## src/rtl/score_pkg.sv

```systemverilog
// Shared constants and types for the pong scoreboard: segment blanking,
// winner encodings, HEX digit indices and a BCD conversion helper.
package score_pkg;

  localparam logic [6:0] SEG_BLANK = 7'b1111111;
  localparam logic [7:0] BCD_MAX   = 8'h99;

  typedef enum logic [1:0] {
    WIN_NONE = 2'b00,
    WIN_L    = 2'b01,
    WIN_R    = 2'b10,
    WIN_TIE  = 2'b11
  } winner_e;

  typedef enum logic {
    PHASE_VISIBLE = 1'b0,
    PHASE_HIDDEN  = 1'b1
  } blink_phase_e;

  localparam logic [1:0] DIG_R1  = 2'd0;
  localparam logic [1:0] DIG_R10 = 2'd1;
  localparam logic [1:0] DIG_L1  = 2'd2;
  localparam logic [1:0] DIG_L10 = 2'd3;

  // Binary 0..99 to packed two-digit BCD {tens, ones}
  function automatic logic [7:0] to_bcd(input int unsigned value);
    logic [3:0] tens;
    logic [3:0] ones;
    tens = 4'(value / 10);
    ones = 4'(value % 10);
    return {tens, ones};
  endfunction

endpackage

```

## src/rtl/score_display_ctrl_bcd2.sv

```systemverilog
// Two-digit BCD counter with synchronous clear and saturation at 99.
// count_next exposes the value the register takes at the next edge.
module bcd2_counter
  import score_pkg::*;
(
  input  logic       clk,
  input  logic       rst,
  input  logic       inc,
  input  logic       clr,
  output logic [7:0] count,
  output logic [7:0] count_next
);

  logic [7:0] count_q;
  logic [7:0] count_d;

  always_comb begin
    count_d = count_q;
    if (clr) begin
      count_d = 8'h00;
    end else if (inc && (count_q != BCD_MAX)) begin
      if (count_q[3:0] == 4'd9) begin
        count_d = {count_q[7:4] + 4'd1, 4'd0};
      end else begin
        count_d = {count_q[7:4], count_q[3:0] + 4'd1};
      end
    end
  end

  always_ff @(posedge clk or posedge rst) begin
    if (rst) begin
      count_q <= 8'h00;
    end else begin
      count_q <= count_d;
    end
  end

  assign count      = count_q;
  assign count_next = count_d;

endmodule

```

## src/rtl/seven_segment.sv

```systemverilog
// Hex-digit to active-low seven-segment decoder, bit6=a .. bit0=g.
// Codes above 9 are not valid BCD and decode to a blank digit.
module seven_segment
  import score_pkg::*;
(
  input  logic [3:0] digit,
  output logic [6:0] seg
);

  always_comb begin
    seg = SEG_BLANK;
    case (digit)
      4'd0: seg = 7'b0000001;
      4'd1: seg = 7'b1001111;
      4'd2: seg = 7'b0010010;
      4'd3: seg = 7'b0000110;
      4'd4: seg = 7'b1001100;
      4'd5: seg = 7'b0100100;
      4'd6: seg = 7'b0100000;
      4'd7: seg = 7'b0001111;
      4'd8: seg = 7'b0000000;
      4'd9: seg = 7'b0000100;
      default: seg = SEG_BLANK;
    endcase
  end

endmodule

```

## src/rtl/score_display_ctrl.sv

```systemverilog
// Pong scoreboard: two BCD scores, registered win detection, winner blink,
// and one shared seven-segment decoder scanned round-robin over HEX3..HEX0.
module score_display_ctrl
  import score_pkg::*;
#(
  parameter int unsigned WIN_SCORE = 7,
  parameter int unsigned BLINK_DIV = 25_000_000
) (
  input  logic       clk,
  input  logic       rst,
  input  logic       score_l_inc,
  input  logic       score_r_inc,
  input  logic       clear,
  output logic [6:0] hex0,
  output logic [6:0] hex1,
  output logic [6:0] hex2,
  output logic [6:0] hex3,
  output logic       game_over,
  output logic [1:0] winner,
  output logic [7:0] score_l,
  output logic [7:0] score_r
);

  localparam logic [7:0]       WIN_BCD  = to_bcd(WIN_SCORE);
  localparam int unsigned      CNT_W    = $clog2(BLINK_DIV);
  localparam logic [CNT_W-1:0] CNT_LAST = CNT_W'(BLINK_DIV - 1);

  logic             game_over_q, game_over_d;
  winner_e          winner_q, winner_d;
  logic [CNT_W-1:0] blink_cnt_q, blink_cnt_d;
  blink_phase_e     phase_q, phase_d;
  logic [1:0]       sel_q, sel_d;
  logic [3:0][6:0]  hex_q, hex_d;

  logic       inc_l_en, inc_r_en;
  logic [7:0] next_l, next_r;
  logic       hit_l, hit_r;
  logic [3:0] nibble;
  logic [6:0] dec_seg;
  logic       blank_digit;

  // Once the game is decided the scores freeze; clear overrides any pulse
  assign inc_l_en = score_l_inc && !game_over_q && !clear;
  assign inc_r_en = score_r_inc && !game_over_q && !clear;

  bcd2_counter u_bcd_l (
    .clk        (clk),
    .rst        (rst),
    .inc        (inc_l_en),
    .clr        (clear),
    .count      (score_l),
    .count_next (next_l)
  );

  bcd2_counter u_bcd_r (
    .clk        (clk),
    .rst        (rst),
    .inc        (inc_r_en),
    .clr        (clear),
    .count      (score_r),
    .count_next (next_r)
  );

  assign hit_l = (next_l == WIN_BCD);
  assign hit_r = (next_r == WIN_BCD);

  always_comb begin
    game_over_d = game_over_q;
    winner_d    = winner_q;
    blink_cnt_d = blink_cnt_q;
    phase_d     = phase_q;
    if (clear) begin
      game_over_d = 1'b0;
      winner_d    = WIN_NONE;
    end else if (!game_over_q && (hit_l || hit_r)) begin
      game_over_d = 1'b1;
      winner_d    = winner_e'({hit_r, hit_l});
    end
    if (clear || !game_over_q) begin
      blink_cnt_d = '0;
      phase_d     = PHASE_VISIBLE;
    end else if (blink_cnt_q == CNT_LAST) begin
      blink_cnt_d = '0;
      phase_d     = (phase_q == PHASE_VISIBLE) ? PHASE_HIDDEN : PHASE_VISIBLE;
    end else begin
      blink_cnt_d = blink_cnt_q + CNT_W'(1);
    end
  end

  always_comb begin
    nibble = score_r[3:0];
    case (sel_q)
      DIG_R1:  nibble = score_r[3:0];
      DIG_R10: nibble = score_r[7:4];
      DIG_L1:  nibble = score_l[3:0];
      DIG_L10: nibble = score_l[7:4];
      default: nibble = score_r[3:0];
    endcase
  end

  seven_segment u_seg (
    .digit (nibble),
    .seg   (dec_seg)
  );

  // sel[0] marks a tens digit, sel[1] marks the left player's pair
  always_comb begin
    blank_digit = (sel_q[0] && (nibble == 4'd0)) ||
                  ((phase_q == PHASE_HIDDEN) &&
                   (sel_q[1] ? winner_q[0] : winner_q[1]));
    sel_d        = sel_q + 2'd1;
    hex_d        = hex_q;
    hex_d[sel_q] = blank_digit ? SEG_BLANK : dec_seg;
  end

  always_ff @(posedge clk or posedge rst) begin
    if (rst) begin
      game_over_q <= 1'b0;
      winner_q    <= WIN_NONE;
      blink_cnt_q <= '0;
      phase_q     <= PHASE_VISIBLE;
      sel_q       <= 2'd0;
      hex_q       <= {4{SEG_BLANK}};
    end else begin
      game_over_q <= game_over_d;
      winner_q    <= winner_d;
      blink_cnt_q <= blink_cnt_d;
      phase_q     <= phase_d;
      sel_q       <= sel_d;
      hex_q       <= hex_d;
    end
  end

  assign hex0      = hex_q[DIG_R1];
  assign hex1      = hex_q[DIG_R10];
  assign hex2      = hex_q[DIG_L1];
  assign hex3      = hex_q[DIG_L10];
  assign game_over = game_over_q;
  assign winner    = winner_q;

endmodule

```

## config.mk

```make
export PLATFORM = sky130hd
export DESIGN_NAME = score_display_ctrl
export DESIGN_NICKNAME = d
export VERILOG_FILES = /design/src/rtl/score_pkg.sv /design/src/rtl/score_display_ctrl_bcd2.sv /design/src/rtl/seven_segment.sv /design/src/rtl/score_display_ctrl.sv
export SDC_FILE = /design/constraint.sdc
export NUM_CORES = 1
export LEC_CHECK = 0
export BUFFER_PORTS_ARGS = -buffer_cell sky130_fd_sc_hd__buf_2
export CAP_MARGIN = 40
export CORE_MARGIN = 1
export CORE_UTILIZATION = 50
export CTS_CLUSTER_SIZE = 14
export DETAILED_ROUTE_END_ITERATION = 6
export GPL_ROUTABILITY_DRIVEN = 0
export PLACE_DENSITY = 0.74
export SYNTH_ARGS = -nofsm -noshare
export SYNTH_HDL_FRONTEND = slang
export SYNTH_SLANG_ARGS = --single-unit
```

## constraint.sdc

```tcl
create_clock -name clk -period 6.3 [get_ports clk]
set_clock_uncertainty 0.1 [all_clocks]
set_input_delay 0.945 -clock clk [delete_from_list [all_inputs] [get_ports clk]]
set_output_delay 0.945 -clock clk [all_outputs]
set_load 0.02 [all_outputs]
```

==> results.md, run 1 <==
- First-pass GRT wire length: 14.6 mm
- Mapped cell area: 4100 um2
- Sequential power share: 0.530
- #FFs+latches synth: 75
- Routed wire length: 8.72 mm
- Pwr dens: 204 nW/um2
- Net switching power: 243 uW
- Crit end category: flop
- Clock buffer count from CTS: 9
- Initial antenna violation count: 0
- Final Hold Fails: 0
- Worst R2R Path Depth: 11
- HP Class: reg2reg
- Power Total: 945 uW
- Die Area: 8570 um2
- Initial Util: 0.523
- Tot GR Track Use: 0.217
- Gate power share: 0.056
- Simple-gate share of the synthesized area: 0.195
- Critical Path RT: 6.44 ns
- Post-synthesis mux area share: 0.0207
- Layout cell share with drive strength beyond 1: 0.231
- Critical Path AT: 4.10 ns
- Syn Inst Count: 423
- Clock power share: 0.413
- Crit path top cell by count: inv_1
- Worst-path clk slew: 0.09 ns
- Pin count of the biggest net entering global routing: 55
- CTS Root Cell: clkbuf_8
- Residual DRC count: 0
- Vias in the first global route: 3090
- Die width: 92.6 um
- Minimum clock period: 3.96 ns
- Most common cell after layout, fill and taps aside: nor2_1
- Hold_buf cts: 0
- Sequential area share after synthesis: 0.466
- Commonest non-fill, non-tap cells in the layout: nor2_1 (58), buf_2 (51), dfrtp_1 (47), dfstp_2 (28), a21oi_1 (24)
- HPWL after DPL: 6.18 mm
- P&R area growth vs syn: 13.2%
- Grt total ovfl: 0
- TritonCTS Sinks: 75
- Syn_nets: 446
- Slew of the pin with the lowest slew margin: 0.848 ns
- PortBufs: 51
- Main combinational cell family by area after synthesis: simple AND/OR/NAND/NOR gates
- Row Count: 32
- Final antenna-violating net count: 0
- Via-per-instance ratio: 5.72
- Lkg Pwr: 2.00 nW
- Vias: 3283
- ANT cells: 0
- YS warnings: 0
- Worst-Skew Late Latency: 0.36 ns
- Max Clk Rate: 0.252 GHz
- # Post-CTS Setup Buffers: 0
- Synth async-reset ratio: 1.00
- Pre-antenna DRT Iters: 5
- RSZ-0062 raised after global routing: no
- Die Y: 92.6 um
- Final setup viols: 0
- Hold_ws: 0.354 ns
- Max cap viols: 0
- Post-cts resize count: 0
- Post-layout util: 0.592
- Fin crit share: 0.629
- Max-slew violation count: 0
- CTS tree: done
- Critical Path Stages: 11
- TNS Setup: 0 ns
- Hold path depth: 1
- Top FF cell, synth: dfrtp_1
- EDFF count, synth: 0
- Synth Area in XOR/XNOR: 0.0640
- Drt initial violations: 187
- Startpoint Class: flop
- Drt wl/cell: 15.2 um
- CP max stage delay: 0.73 ns
- P_int: 703 uW
- Slew margin rel.: 0.431
- Adder-cell share of the synthesized area: 0.0549
- Yosys cell types: 59
- Avg Cell Area, Syn: 9.70 um2
- CP delay by family, top: compound AO/OA/AOI/OAI gates
- CP Max Fanout: 17
- Crit path kind: reg2reg
- Net Sw Frac: 0.257
- CP Buf/Inv Count: 3
- Deepest clock path buffer count: 2
- Status: finished clean
- Cell Chain, Critical Path: inv_1 > ha_1 > inv_1 > mux2i_1 > inv_1 > ha_1 > nand2_1 > o311a_1 > o21bai_1 > a211oi_1 > o22ai_1
- CP max stage cell: a211oi_1
- CTS H-Tree Depth: 3
- Worst vdd ir: 0.000123 V
- I/O Pins: 52
- Compound-Gate Fraction of Synth Area: 0.157
- Core Box Area: 7850 um2
- Nets: 490
==> kinds of logic after synthesis <==
| logic type | count (synthesis) |
|---|---|
| and+or+nand+nor | 155 |
| adders and majority gates | 18 |
| xor gates and xnor gates | 30 |
| AOI/OAI and AO/OA | 93 |
| buffers and inverters | 44 |
| DFF | 75 |
| muxes | 8 |
==> through the flow <==
step | std cells | instance area, um2 | worst slack, ns
after CTS | 574 | 4640 | 2.42
after global routing | 574 | 4640 | 2.09
final | 574 | 4640 | 2.34
after global placement | 557 | 4410 | 2.68
after detailed placement | 558 | 4440 | 2.47
after floorplan | 423 | 4100 | 3.27
==> routing by layer <==
metal  vias up  part of all wire  routed length (um)  track usage
met5         -                 0                   0            0
met4         0             0.019                 168        0.104
met3        13             0.047                 412       0.0296
met2        88              0.46                3990        0.339
met1      1581              0.48                4150        0.297
li1       1601                 -                   -            -
==> cells in the mapped netlist, types with 2 or more instances <==
master / count / area share
a211o_1: 2 / 0.0043
a211oi_1: 3 / 0.0055
a21o_1: 2 / 0.0037
a21oi_1: 24 / 0.029
a222oi_1: 4 / 0.0098
a22o_1: 2 / 0.0043
a311oi_1: 2 / 0.0043
a31oi_1: 13 / 0.020
and2_1: 7 / 0.011
and3b_1: 2 / 0.0043
and4_1: 4 / 0.0085
buf_2: 2 / 0.0024
clkbuf_1: 16 / 0.015
dfrtp_1: 47 / 0.29
dfstp_2: 28 / 0.18
ha_1: 18 / 0.055
inv_1: 24 / 0.022
mux2_2: 4 / 0.011
mux2i_1: 4 / 0.0098
nand2_1: 23 / 0.021
nand3_1: 12 / 0.015
nand3b_1: 3 / 0.0055
nand4_1: 8 / 0.012
nor2_1: 58 / 0.053
nor2b_1: 4 / 0.0061
nor3_1: 10 / 0.012
nor3b_1: 2 / 0.0037
nor4_1: 4 / 0.0061
nor4b_1: 3 / 0.0064
o211a_1: 3 / 0.0073
o211ai_1: 4 / 0.0073
o21ai_0: 13 / 0.016
o21bai_1: 2 / 0.0037
o22ai_1: 6 / 0.0092
o2bb2ai_1: 2 / 0.0043
o311a_1: 3 / 0.0073
or2_2: 3 / 0.0046
or3_1: 3 / 0.0046
xnor2_1: 15 / 0.032
xor2_1: 15 / 0.032
==> sequential cells by signal, summed over array words and instances (netlist names) <==
signal and flops:
hex2 7, game_over 1, hex1 7, blink_cnt_q 25, u_bcd_r.count 8, phase_q 1, u_bcd_l.count 8, winner 2
hex0 7, sel_q 2, hex3 7
==> final cells by class <==
cell class / instances / area [um2]
multi-input combinational: 304 / 2020
timing repair buffer: 53 / 290
tap: 102 / 128
clock inverter: 7 / 83.8
fill: 694 / 3200
clock buffer: 9 / 124
inverter: 24 / 90.1
sequential: 75 / 1910
==> worst paths after layout <==
path,startpoint,end,slack (ns)
max in group asynchronous,rst,hex0[2],5.01
max reg2reg,sel_q[0],hex1[3],2.34
min in group asynchronous,rst,u_bcd_r.count[3],0.52
min reg2reg,blink_cnt_q[0],blink_cnt_q[0],0.35
min,blink_cnt_q[0],blink_cnt_q[0],0.35
max,sel_q[0],hex1[3],2.34
==> worst register-to-register path, delay by kind of cell (launching register included) <==
family | cells | cell delay (ns)
compound gates | 4 | 1.21
fa+ha+maj | 2 | 0.82
mux | 1 | 0.43
buf+inv | 3 | 0.67
flops | 1 | 0.44
simple gates | 1 | 0.19
==> power groups by stage <==
stage                     Clock [mW]  Combinational [mW]  Sequential, mW
after floorplan                    0              0.0266           0.519
after global placement             0              0.0512           0.510
after detailed placement           0              0.0543           0.510
after CTS                      0.397              0.0543           0.501
after global routing           0.416              0.0599           0.503
final                          0.391              0.0533           0.501
No activity file was read; power rests on OpenSTA's default activity.
==> run 2: changes to the inputs <==
--- a/config.mk
+++ b/config.mk
@@ -12,7 +12,7 @@
 export CTS_CLUSTER_SIZE = 14
 export DETAILED_ROUTE_END_ITERATION = 6
 export GPL_ROUTABILITY_DRIVEN = 0
-export PLACE_DENSITY = 0.74
+export PLACE_DENSITY = 0.77
 export SYNTH_ARGS = -nofsm -noshare
 export SYNTH_HDL_FRONTEND = slang
 export SYNTH_SLANG_ARGS = --single-unit
==> constraint.sdc (replaced) <==
create_clock -name clk -period 3.5 [get_ports clk]
set_clock_uncertainty 0.1 [all_clocks]
set_input_delay 0.525 -clock clk [delete_from_list [all_inputs] [get_ports clk]]
set_output_delay 0.525 -clock clk [all_outputs]
set_load 0.02 [all_outputs]
==> run 2 against run 1 <==
Cell area grew 0.11%. First-iteration DRC count shrank 4.8%. Fmax up 23%. Core utilization is 0.064 points higher. Critical path depth stayed put. Global-route usage rose by 0.47 points. Setup slack lost 2.1 ns. Combinational power up 80%. Sequential cell count stayed put. Hold slack worse by 0.14 ns. Final cell count is 1.0% higher. Sequential share of layout area barely moved. Largest power group unchanged. Highest routed layer unchanged.
==> results.md, run 2 (synthesis results as in run 1) <==
- Multi-input logic area: 2020 um2
- Deepest clock path buffer count: 2
- Final antenna-violating net count: 0
- P&R area growth vs syn: 13.3%
- Via-per-instance ratio: 5.78
- ANT cells: 0
- Minimum clock period: 3.22 ns
- Pre-antenna DRT Iters: 7
- P_int: 1.19 mW
- Row Count: 32
- # fillers: 695
- Residual DRC count: 0
- Nets: 496
- Clock power share: 0.386
- CTS H-Tree Depth: 3
- Vias in the first global route: 3125
- Most common cell after layout, fill and taps aside: nor2_1
- Gate power share: 0.059
- Core Box Area: 7850 um2
- Max-slew violation count: 0
- Lkg Pwr: 2.01 nW
- HP Class: in2async
- Startpoint Class: flop
- Routed wire length: 8.96 mm
- Met2 Routed Length: 4.20 mm
- Critical Path AT: 3.42 ns
- Status: finished clean
- HPWL after DPL: 6.32 mm
- Grt total ovfl: 0
- Max Clk Rate: 0.310 GHz
- CTS tree: done
- I/O Pins: 52
- Worst vdd ir: 0.000168 V
- Crit path kind: reg2reg
- TNS Setup: 0 ns
- Initial Util: 0.523
- Initial antenna violation count: 0
- Clock buffer count from CTS: 9
- Net switching power: 435 uW
- Crit end category: flop
- Final setup viols: 0
- Commonest non-fill, non-tap cells in the layout: nor2_1 (58), buf_2 (51), dfrtp_1 (47), dfstp_2 (28), a21oi_1 (24)
- PortBufs: 51
- Fin crit share: 0.921
- CTS Root Cell: clkbuf_8
- Worst-path clk slew: 0.09 ns
- Final setup margin: 0.275 ns
- Worst-Skew Late Latency: 0.36 ns
- Final Hold Fails: 0
- Drt initial violations: 178
- CP Max Fanout: 6
- TritonCTS Sinks: 75
- Vias: 3355
- Max Used Layer: met4
- First-pass GRT wire length: 14.9 mm
- Die Area: 8570 um2
- WL met3: 519 um
- # Post-CTS Setup Buffers: 0
- Place WS: 0.120 ns
- Slew of the pin with the lowest slew margin: 0.852 ns
- Layout cell share with drive strength beyond 1: 0.243
- Die width: 92.6 um
- Die Y: 92.6 um
- Slew margin rel.: 0.432
- Largest register FFs: 25
- Pin count of the biggest net entering global routing: 39
- Pwr dens: 350 nW/um2
- Net Sw Frac: 0.268
- Critical Path RT: 3.69 ns
- RSZ-0062 raised after global routing: no
- Largest Register: blink_cnt_q
- Drt wl/cell: 15.4 um
- Sequential power share: 0.555
- DRT met1 WL: 4.09 mm
- Tot GR Track Use: 0.222
- Max cap viols: 0
- Register area: 1910 um2
==> run 2: cell count changes in the layout (fill, tap and decap cells not counted) <==
cell       change
bufinv_16      -1
a211oi_1       -1
clkinv_2       +1
buf_16         -1
buf_4          +7
a211oi_2       +1
==> run 2: layout make-up <==
cell class / count / share of cell area
Clock buffer: 9 / 0.0266
Clock inverter: 7 / 0.0127
Inverter: 24 / 0.0194
Multi-Input combinational cell: 304 / 0.435
Sequential cell: 75 / 0.411
Tap cell: 102 / 0.0275
Timing Repair Buffer: 59 / 0.0678
==> run 2: timing repair <==
item                                    CTS  global route
hold buffers                              0             0
resized for setup                         0             1
endpoints found under the setup margin    0             8
==> run 2: power by group through the flow <==
| stage | Combinational [mW] | Sequential, mW | Clock (mW) |
|---|---|---|---|
| finish | 0.0958 | 0.902 | 0.627 |
| global route | 0.106 | 0.905 | 0.675 |
| CTS | 0.0973 | 0.902 | 0.640 |
| detailed placement | 0.0968 | 0.918 | 0 |
| global placement | 0.0952 | 0.917 | 0 |
| floorplan | 0.0479 | 0.934 | 0 |
==> run 2: per-layer routing <==
metal,up-vias,GRT usage
met5,-,0
met4,0,0.0846
met3,17,0.0476
met2,112,0.352
met1,1619,0.296
li1,1607,-
==> run 2: critical path, cell delays in order (launching register included) <==
cell and delay, ns:
dfrtp_1 0.45, inv_1 0.11, ha_1 0.27, a222oi_1 0.36
mux2i_1 0.24, inv_1 0.20, ha_1 0.30, nand2_1 0.17
o311a_1 0.34, o211ai_1 0.23, a31oi_1 0.20, a21oi_1 0.19
==> run 2: worst paths after layout <==
check,depth (start not counted),endpoint,from,slack [ns]
worst min-delay path,2,blink_cnt_q[22],rst,0.21
min in group clk,2,u_bcd_r.count[3],clear,0.29
max in group asynchronous,3,hex1[3],rst,2.22
worst max register to register,11,hex3[1],sel_q[0],0.28
worst max-delay path,11,hex3[1],sel_q[0],0.28
worst min register to register,1,blink_cnt_q[0],blink_cnt_q[0],0.36
==> run 2: metrics by stage <==
stage	hold slack, ns	total power [mW]	instances	util	area, um2
finish	0.212	1.62	580	0.592	4650
global route	0.264	1.69	580	0.592	4650
CTS	0.232	1.64	580	0.592	4640
detailed placement	0.350	1.02	564	0.568	4460
global placement	0.336	1.01	564	0.568	4460
floorplan	0.324	0.982	423	-	4100
==> run 3: changes to the inputs <==
--- a/config.mk
+++ b/config.mk
@@ -12,7 +12,7 @@
 export CTS_CLUSTER_SIZE = 14
 export DETAILED_ROUTE_END_ITERATION = 6
 export GPL_ROUTABILITY_DRIVEN = 0
-export PLACE_DENSITY = 0.77
+export PLACE_DENSITY = 0.74
 export SYNTH_ARGS = -nofsm -noshare
 export SYNTH_HDL_FRONTEND = slang
 export SYNTH_SLANG_ARGS = --single-unit
==> constraint.sdc (replaced) <==
create_clock -name clk -period 3.8 [get_ports clk]
set_clock_uncertainty 0.1 [all_clocks]
set_input_delay 0.57 -clock clk [delete_from_list [all_inputs] [get_ports clk]]
set_output_delay 0.57 -clock clk [all_outputs]
set_load 0.02 [all_outputs]
==> run 3 against run 2 <==
Via count is 1.3% lower. First-iteration DRC count is 20% higher. Sequential cell count stayed put. Cell area stayed put. Clock power is 6.1% higher. Critical path type unchanged. Largest power group unchanged. Hold slack worse by 0.066 ns. Sequential power is 7.9% lower.
==> results.md, run 3 (synthesis results as in run 1) <==
- CTS H-Tree Depth: 3
- CP delay by family, top: compound AO/OA/AOI/OAI gates
- Vias in the first global route: 3126
- CP max stage delay: 0.58 ns
- Grt total ovfl: 0
- Routed wire length: 8.68 mm
- Final antenna-violating net count: 0
- I/O Pins: 52
- Hold_buf cts: 0
- Final Hold Fails: 0
- RSZ-0062 raised after global routing: no
- Max cap viols: 0
- Worst vdd ir: 0.000135 V
- Worst R2R Path Depth: 11
- CP Max Fanout: 19
- Placed Instances: 560
- TritonCTS Sinks: 75
- CP max stage cell: ha_1
- PortBufs: 51
- Row Count: 32
- # Post-CTS Setup Buffers: 0
- Most common cell after layout, fill and taps aside: nor2_1
- Pre-antenna DRT Iters: 6
- Clock buffer count from CTS: 9
- WL met3: 409 um
- Via-per-instance ratio: 5.75
- Layout cell share with drive strength beyond 1: 0.232
- Drt initial violations: 213
- Status: finished clean
- Worst-Skew Late Latency: 0.36 ns
- # fillers: 702
- Die width: 92.6 um
- Minimum clock period: 3.38 ns
- Crit path kind: reg2reg
- Worst-path clk slew: 0.07 ns
- Met2 Routed Length: 3.84 mm
- Final setup margin: 0.415 ns
- Initial antenna violation count: 0
- Nets: 492
- Drt wl/cell: 15.1 um
- Deepest clock path buffer count: 2
- Vias: 3313
- Critical Path AT: 3.53 ns
- First-pass GRT wire length: 15.0 mm
- Final Instance Area: 4650 um2
- Crit end category: flop
- Core Box Area: 7850 um2
- Largest Register: blink_cnt_q
- Pwr dens: 340 nW/um2
- Largest register FFs: 25
- Initial Util: 0.523
- HPWL after DPL: 6.14 mm
- Critical Path RT: 3.95 ns
- Lkg Pwr: 2.00 nW
- Place WS: 0.519 ns
- HP Class: in2async
- Commonest non-fill, non-tap cells in the layout: nor2_1 (58), buf_2 (51), dfrtp_1 (47), dfstp_2 (28), a21oi_1 (24)
- Pin count of the biggest net entering global routing: 51
- Max Clk Rate: 0.295 GHz
- Max-slew violation count: 0
- Final setup viols: 0
- DRT met1 WL: 4.25 mm
- Final Non-Filler Cells: 576
- Slew margin rel.: 0.441
- Post-cts resize count: 0
- Area after DPL: 4430 um2
- Slew of the pin with the lowest slew margin: 0.839 ns
- Residual DRC count: 0
- CTS tree: done
- CP Buf/Inv Count: 2
- CTS Root Cell: clkbuf_8
- Critical Path Stages: 11
- Fin crit share: 0.891
- P&R area growth vs syn: 13.3%
- Tot GR Track Use: 0.219
- Max Used Layer: met4
- ANT cells: 0
- Startpoint Class: flop
- Die Y: 92.6 um
- Die Area: 8570 um2
- Cell Chain, Critical Path: inv_1 > ha_1 > a222oi_1 > mux2i_1 > inv_1 > ha_1 > nand2_1 > o311a_1 > o211ai_1 > a31oi_1 > a21oi_1
- TNS Setup: 0 ns
-- run 3: changes by cell type in the layout (fill, tap and decap cells not counted), sizes merged --
cell	previous run	this run
inv	28	25
clkbuf	9	10
bufinv	0	2
buf	59	55
-- run 3: final cells by class --
class	instances	area [um2]	share of cell area
multi-input cells	304	2020	0.434
flip-flops and latches	75	1910	0.411
repair buffers	55	285	0.0614
clock buffers	10	128	0.0275
well taps	102	128	0.0275
clock inverters	6	90.1	0.0194
inverters	24	90.1	0.0194
-- run 3: stage by stage --
| stage | utilization | total power [mW] | hold slack (ns) |
|---|---|---|---|
| after detailed placement | 0.565 | 0.932 | 0.345 |
| after global routing | 0.592 | 1.65 | 0.187 |
| after global placement | 0.565 | 0.931 | 0.334 |
| after floorplan | - | 0.905 | 0.324 |
| after CTS | 0.592 | 1.60 | 0.152 |
| final | 0.592 | 1.58 | 0.146 |
-- run 3: where the power goes --
part           switching [mW]  internal [mW]  leakage [nW]  total [mW]
logic                  0.0586         0.0275         0.954      0.0861
registers              0.0118          0.819         0.944       0.831
clock network           0.293          0.372         0.107       0.665
total                   0.363           1.22          2.00        1.58
-- run 3: routing by layer --
metal  vias to the layer above  GRT usage
met1                      1588      0.302
met5                         -          0
met4                         0     0.0964
met2                       100      0.343
met3                        18     0.0328
li1                       1607          -
-- run 3: final timing paths --
kind	from	slack (ns)	end
min in group clk	blink_cnt_q[0]	0.36	blink_cnt_q[0]
max	sel_q[0]	0.42	hex2[1]
min reg2reg	blink_cnt_q[0]	0.36	blink_cnt_q[0]
max reg2reg	sel_q[0]	0.42	hex2[1]
max in group asynchronous	rst	2.47	u_bcd_l.count[0]
min	rst	0.15	u_bcd_r.count[2]
